[src/rtl/seq_alu.sv]
// Registered ALU with single-cycle logic/shift/add ops, radix-2 Booth multiply and
// non-restoring signed divide behind a start/busy/done handshake.
module seq_alu #(
  parameter int unsigned WIDTH = 32,
  parameter int unsigned SHW   = $clog2(WIDTH)
) (
  input  logic               clock,
  input  logic               clear,
  input  logic               start,
  input  logic [4:0]         opcode,
  input  logic [WIDTH-1:0]   A,
  input  logic [WIDTH-1:0]   B,
  output logic [2*WIDTH-1:0] C,
  output logic               busy,
  output logic               done,
  output logic               div_by_zero
);

  localparam logic [4:0] OpAdd  = 5'b00011;
  localparam logic [4:0] OpSub  = 5'b00100;
  localparam logic [4:0] OpAnd  = 5'b00101;
  localparam logic [4:0] OpOr   = 5'b00110;
  localparam logic [4:0] OpRor  = 5'b00111;
  localparam logic [4:0] OpRol  = 5'b01000;
  localparam logic [4:0] OpShr  = 5'b01001;
  localparam logic [4:0] OpShra = 5'b01010;
  localparam logic [4:0] OpShl  = 5'b01011;
  localparam logic [4:0] OpXor  = 5'b01101;
  localparam logic [4:0] OpNor  = 5'b01110;
  localparam logic [4:0] OpDiv  = 5'b01111;
  localparam logic [4:0] OpMul  = 5'b10000;
  localparam logic [4:0] OpNeg  = 5'b10001;
  localparam logic [4:0] OpNot  = 5'b10010;

  localparam int unsigned CW = $clog2(WIDTH) + 1;
  localparam logic [CW-1:0] CntInit = CW'(WIDTH);
  localparam logic [CW-1:0] CntOne  = CW'(1);

  typedef enum logic [2:0] {StIdle, StMul, StDiv, StFix, StDone} state_e;

  state_e             state_q, state_d;
  logic [CW-1:0]      cnt_q, cnt_d;
  // Two guard bits: Booth accumulator may need W+1 bits (MIN operand), divider
  // partial remainder spans [-2D, 2D).
  logic [WIDTH+1:0]   acc_q, acc_d;
  logic [WIDTH+1:0]   m_q, m_d;
  logic [WIDTH-1:0]   q_q, q_d;
  logic               qm1_q, qm1_d;
  logic               neg_quo_q, neg_quo_d;
  logic               neg_rem_q, neg_rem_d;
  logic [2*WIDTH-1:0] c_q, c_d;
  logic               dbz_q, dbz_d;

  // Single-cycle result path, driven from the live operands in IDLE.
  logic [SHW-1:0]   amt;
  logic [WIDTH-1:0] sc_lo, sc_hi;
  logic             sc_dbz;

  always_comb begin
    amt    = B[SHW-1:0];
    sc_lo  = c_q[WIDTH-1:0];
    sc_hi  = c_q[2*WIDTH-1:WIDTH];
    sc_dbz = 1'b0;
    case (opcode)
      OpAdd: begin
        sc_lo = A + B;
        sc_hi = {WIDTH{sc_lo[WIDTH-1]}};
      end
      OpSub: begin
        sc_lo = A - B;
        sc_hi = {WIDTH{sc_lo[WIDTH-1]}};
      end
      OpAnd:  begin sc_lo = A & B;    sc_hi = '0; end
      OpOr:   begin sc_lo = A | B;    sc_hi = '0; end
      OpXor:  begin sc_lo = A ^ B;    sc_hi = '0; end
      OpNor:  begin sc_lo = ~(A | B); sc_hi = '0; end
      OpNot:  begin sc_lo = ~A;       sc_hi = '0; end
      OpNeg:  begin sc_lo = -A;       sc_hi = '0; end
      OpShl:  begin sc_lo = A << amt; sc_hi = '0; end
      OpShr:  begin sc_lo = A >> amt; sc_hi = '0; end
      OpShra: begin sc_lo = $signed(A) >>> amt; sc_hi = '0; end
      OpRor:  begin sc_lo = WIDTH'({A, A} >> amt); sc_hi = '0; end
      OpRol:  begin sc_lo = WIDTH'(({A, A} << amt) >> WIDTH); sc_hi = '0; end
      OpDiv: begin
        // Only reached with B == 0; nonzero divisors take the iterative path.
        sc_lo  = '1;
        sc_hi  = A;
        sc_dbz = 1'b1;
      end
      default: ;
    endcase
  end

  // Iterative datapath: one Booth step and one non-restoring step per cycle.
  logic [WIDTH+1:0] mul_sum, mul_acc;
  logic [WIDTH-1:0] mul_q;
  logic [WIDTH+1:0] div_shift, div_acc;
  logic [WIDTH-1:0] div_q;
  logic [WIDTH-1:0] abs_a, abs_b;
  logic [WIDTH-1:0] rem_mag, rem_fix, quo_fix;

  always_comb begin
    case ({q_q[0], qm1_q})
      2'b01:   mul_sum = acc_q + m_q;
      2'b10:   mul_sum = acc_q - m_q;
      default: mul_sum = acc_q;
    endcase
    mul_acc = {mul_sum[WIDTH+1], mul_sum[WIDTH+1:1]};
    mul_q   = {mul_sum[0], q_q[WIDTH-1:1]};

    div_shift = {acc_q[WIDTH:0], q_q[WIDTH-1]};
    div_acc   = acc_q[WIDTH+1] ? div_shift + m_q : div_shift - m_q;
    div_q     = {q_q[WIDTH-2:0], ~div_acc[WIDTH+1]};

    abs_a = A[WIDTH-1] ? -A : A;
    abs_b = B[WIDTH-1] ? -B : B;

    rem_mag = WIDTH'(acc_q[WIDTH+1] ? acc_q + m_q : acc_q);
    rem_fix = neg_rem_q ? -rem_mag : rem_mag;
    quo_fix = neg_quo_q ? -q_q : q_q;
  end

  always_comb begin
    state_d   = state_q;
    cnt_d     = cnt_q;
    acc_d     = acc_q;
    m_d       = m_q;
    q_d       = q_q;
    qm1_d     = qm1_q;
    neg_quo_d = neg_quo_q;
    neg_rem_d = neg_rem_q;
    c_d       = c_q;
    dbz_d     = dbz_q;
    unique case (state_q)
      StIdle: begin
        if (start) begin
          if (opcode == OpMul) begin
            state_d = StMul;
            cnt_d   = CntInit;
            acc_d   = '0;
            m_d     = {{2{A[WIDTH-1]}}, A};
            q_d     = B;
            qm1_d   = 1'b0;
          end else if (opcode == OpDiv && B != '0) begin
            state_d   = StDiv;
            cnt_d     = CntInit;
            acc_d     = '0;
            m_d       = {2'b00, abs_b};
            q_d       = abs_a;
            neg_quo_d = A[WIDTH-1] ^ B[WIDTH-1];
            neg_rem_d = A[WIDTH-1];
          end else begin
            state_d = StDone;
            c_d     = {sc_hi, sc_lo};
            dbz_d   = sc_dbz;
          end
        end
      end
      StMul: begin
        cnt_d = cnt_q - CntOne;
        acc_d = mul_acc;
        q_d   = mul_q;
        qm1_d = q_q[0];
        if (cnt_q == CntOne) begin
          state_d = StDone;
          c_d     = {mul_acc[WIDTH-1:0], mul_q};
          dbz_d   = 1'b0;
        end
      end
      StDiv: begin
        cnt_d = cnt_q - CntOne;
        acc_d = div_acc;
        q_d   = div_q;
        if (cnt_q == CntOne) state_d = StFix;
      end
      StFix: begin
        state_d = StDone;
        c_d     = {rem_fix, quo_fix};
        dbz_d   = 1'b0;
      end
      StDone:  state_d = StIdle;
      default: state_d = StIdle;
    endcase
  end

  always_ff @(posedge clock or posedge clear) begin
    if (clear) begin
      state_q   <= StIdle;
      cnt_q     <= '0;
      acc_q     <= '0;
      m_q       <= '0;
      q_q       <= '0;
      qm1_q     <= 1'b0;
      neg_quo_q <= 1'b0;
      neg_rem_q <= 1'b0;
      c_q       <= '0;
      dbz_q     <= 1'b0;
    end else begin
      state_q   <= state_d;
      cnt_q     <= cnt_d;
      acc_q     <= acc_d;
      m_q       <= m_d;
      q_q       <= q_d;
      qm1_q     <= qm1_d;
      neg_quo_q <= neg_quo_d;
      neg_rem_q <= neg_rem_d;
      c_q       <= c_d;
      dbz_q     <= dbz_d;
    end
  end

  assign C           = c_q;
  assign busy        = (state_q == StMul) || (state_q == StDiv) || (state_q == StFix);
  assign done        = (state_q == StDone);
  assign div_by_zero = dbz_q;

endmodule

[config.mk]
export PLATFORM = sky130hd
export DESIGN_NAME = seq_alu
export DESIGN_NICKNAME = d
export VERILOG_FILES = /design/src/rtl/seq_alu.sv
export SDC_FILE = /design/constraint.sdc
export NUM_CORES = 2
export LEC_CHECK = 0
export ABC_AREA = 1
export CORE_AREA = 2 2 325 327
export DETAILED_ROUTE_END_ITERATION = 7
export DIE_AREA = 0 0 327 329
export PLACE_DENSITY_LB_ADDON = 0.1
export RECOVER_POWER = 50
export SLEW_MARGIN = 10
export SYNTH_ARGS = -nofsm -noshare
export SYNTH_HDL_FRONTEND = slang
export SYNTH_SLANG_ARGS = --single-unit
export TNS_END_PERCENT = 5
[constraint.sdc]
create_clock -name clock -period 7.3 [get_ports clock]
set_input_delay 2.19 -clock clock [delete_from_list [all_inputs] [get_ports clock]]
set_output_delay 2.19 -clock clock [all_outputs]
set_load 0.01 [all_outputs]
==> results by group <==
Die
  – Row cnt: 119
  – Die height: 329 um
  – Ports: 139
  – Initial Util: 29.8%
  – Die Area: 108000 um2
  – Die width: 327 um
  – Core box area: 104000 um2

Placement
  – Port-buffer cells: 138
  – Placer Congestion: 1.06
  – Post-DP HPWL: 159000 um

Worst setup path
  – R2r endpoint: q_q[0]$_DFFE_PP0P_
  – Crit path launch: A[16]
  – Critical-path maximum fanout: 25
  – Setup crit start kind: primary input
  – Crit path kind: primary input to register
  – Reg2reg setup slack: 1.77 ns
  – CP arrival: 6.69 ns
  – Worst setup EP type: register
  – Worst Setup EP: C[34]$_DFFE_PP0P_
  – R2R depth: 23
  – Worst EP required: 7.72 ns
  – Worst r2r src: m_q[1]$_DFFE_PP0P_

Logic synthesis
  – Distinct cell type count after synthesis: 68
  – Largest area contributor in the netlist: nand2_1
  – Most used DFF post-synth: dfrtp_1
  – Post-synth top area share: 18.1%
  – Mapped Area: 31100 um2
  – Synth Register Bits: 176
  – Synth warnings: 0
  – Most frequent cell after synthesis: nand2_1
  – Async SR Flop Fraction: 100%
  – Mean Syn Cell Area: 5.64 um2
  – Leading cell types by count after synthesis: nand2_1 (1501), o21ai_0 (596), inv_1 (564)
  – EDFF count, synth: 0
  – Top cells by area, synth: nand2_1 (18%), dfrtp_1 (14%), o21ai_0 (9.6%)
  – Mapped Nets: 5790
  – Seq/Total Area, Yosys: 14.2%
  – Synthesized instance count: 5508

STA
  – Slew HR: -154%
  – Maximum clock rate: 0.159 GHz
  – Hold Vio Cnt, Final: 0
  – Hold WS: 0.486 ns
  – Min cycle time layout: 6.27 ns
  – Setup violators final: 0
  – Final Max Tran Viols: 91
  – Least-Margin Pin Slew: 3.81 ns
  – Crit share post-route: 85.9%
  – Clock Skew: 0.0247 ns
  – Final TNS setup: 0 ns
  – RSZ-0062 raised after global routing: false

Drt
  – Vias post-DR: 39924
  – Routed len/inst: 28.2 um
  – DRT Wirelength: 196000 um
  – Vias per Instance: 5.76
  – DRT antenna net count: 0
  – Drt pass-1 iters: 6
  – Drt drc: 0
  – 1st-iter DRT viols: 4726

Clocking
  – CTS max path bufs: 2
  – CTS sink cnt: 176
  – Num CTS Buffers: 17
  – H-tree depth: 4
  – Hold-fix buffers at CTS: 0
  – Clk_lat worst skew: 0.51 ns
  – CTS tree: yes
  – Post-CTS sizing: 0
  – Post-CTS Setup Bufs: 0
  – Clock slew at reported path FFs: 0.08 ns
  – CTS Root Cell: clkbuf_16

Global routing
  – Initial antenna violation count: 5
  – Largest net degree at the start of global routing: 91
  – First-pass GRT wire length: 275000 um
  – Vias in the first global route: 37954
  – Tot GR Track Use: 35.2%
  – Gr ovfl total: 0

Power
  – Max VDD drop: 0.000327 V
  – P per Cell Area: 433 nW/um2
  – Leak Pwr: 16.3 nW

Run status
  – Failing checks: max-capacitance violations, max-slew violations
  – Status: finished with violations

Finish
  – Post-layout nets: 5806
  – Multi-input logic area: 23300 um2
  – Area grow syn2layout: 11.8%
  – End-of-flow core utilization: 33.3%
  – Seq. cell area: 4410 um2
  – Share of layout cells above drive strength 1: 5.35%
  – Fillers: 11992

Min path
  – Worst min path class: register to register

Run
  – Max_cap viols: 1
area by class of cell:
type / instances / share of cell area (%)
timing repair buffer: 273 / 6.85
clock inverter: 13 / 0.537
antenna: 5 / 0.0360
multi-input combinational: 4454 / 67.0
sequential: 176 / 12.7
clock buffer: 19 / 1.30
tap: 1391 / 5.01
inverter: 602 / 6.53
how the worst min path moves through the flow:
stage	start	endpoint	depth (start not counted)
4_1_cts	C[0]$_DFFE_PP0P_	C[0]$_DFFE_PP0P_	2
6_report	C[0]$_DFFE_PP0P_	C[0]$_DFFE_PP0P_	2
5_1_grt	C[0]$_DFFE_PP0P_	C[0]$_DFFE_PP0P_	2
3_3_place_gp	C[0]$_DFFE_PP0P_	C[0]$_DFFE_PP0P_	2
3_5_place_dp	C[0]$_DFFE_PP0P_	C[0]$_DFFE_PP0P_	2
2_1_floorplan	cnt_q[5]$_DFFE_PP0P_	cnt_q[5]$_DFFE_PP0P_	2
sequential cells by signal, summed over array words and instances (netlist names):
name	cells
C	64
acc_q	34
cnt_q	6
div_by_zero	1
m_q	33
neg_quo_q	1
neg_rem_q	1
q_q	32
qm1_q	1
state_q	3
layer usage:
layer | vias to the layer above | track usage (%) | part of all wire [%]
li1 | 18567 | - | -
met1 | 19006 | 44.8 | 42
met2 | 1915 | 56.0 | 44
met3 | 432 | 3.97 | 6.2
met4 | 4 | 24.1 | 7.8
met5 | - | 0 | 0.016
kinds of logic (layout without fill, tap and decap cells):
logic type	after synthesis	after routing	synth area share, %
xor+xnor	81	81	2.28
mux	11	11	0.354
fa+ha+maj	210	210	8.58
other cells	0	5	0
compound gates	1459	1459	27.0
simple gates	2693	2693	36.6
buf+inv	878	907	11.0
flops	176	176	14.2
critical path, stage by stage:
cell	delay (ns)
clkdlybuf4s50_1	0.87
clkinv_1	0.47
ha_1	0.66
inv_1	0.12
nand2_1	0.09
nand2_1	0.08
a21oi_1	0.38
o21bai_1	0.13
a21oi_1	0.19
nand2_1	0.08
nand2_1	0.07
nand3_2	0.56
buf_4	0.41
o211ai_1	0.08
a21oi_1	0.08
o21ai_0	0.19
through the flow:
stage / setup WS (ns) / cells / total power, mW / instance area [um2]
after global routing: 0.527 / 6928 / 16.2 / 34700
after detailed placement: 0.684 / 6896 / 13.7 / 34100
after global placement: 0.745 / 6896 / 13.7 / 34100
after floorplan: 0.336 / 5508 / 9.55 / 31100
after CTS: 1.23 / 6928 / 14.8 / 34700
final: 1.03 / 6933 / 15.0 / 34700
power breakdown:
| part | switching [mW] | total, mW | leakage (nW) | internal (mW) |
|---|---|---|---|---|
| clock | 0.515 | 1.06 | 0.315 | 0.545 |
| sequential | 0.684 | 2.16 | 2.09 | 1.47 |
| combinational | 8.26 | 11.8 | 13.9 | 3.56 |
| total | 9.46 | 15.0 | 16.3 | 5.57 |
cell usage in the layout (no fill, tap or decap), drive strengths merged, types with 4 or more instances in the layout:
cell / count
a21boi: 32
nand4: 75
nand3: 425
a41oi: 4
a211oi: 8
o22ai: 69
o21bai: 19
o21a: 24
fa: 5
o2111ai: 11
dlygate4sd3: 34
inv: 590
mux2i: 11
o31ai: 10
xor2: 77
ha: 205
a22oi: 11
or2: 65
clkinv: 23
dfrtp: 176
xnor2: 4
a21oi: 422
a2bb2oi: 13
buf: 141
nor2: 505
a2111oi: 4
o211ai: 90
nand3b: 6
clkdlybuf4s50: 98
clkbuf: 19
nor4: 22
nand2: 1506
a221oi: 11
a31oi: 39
nor3: 84
diode: 5
o21ai: 622
a21o: 15
o221ai: 42
Power figures use the tool's default switching activity.
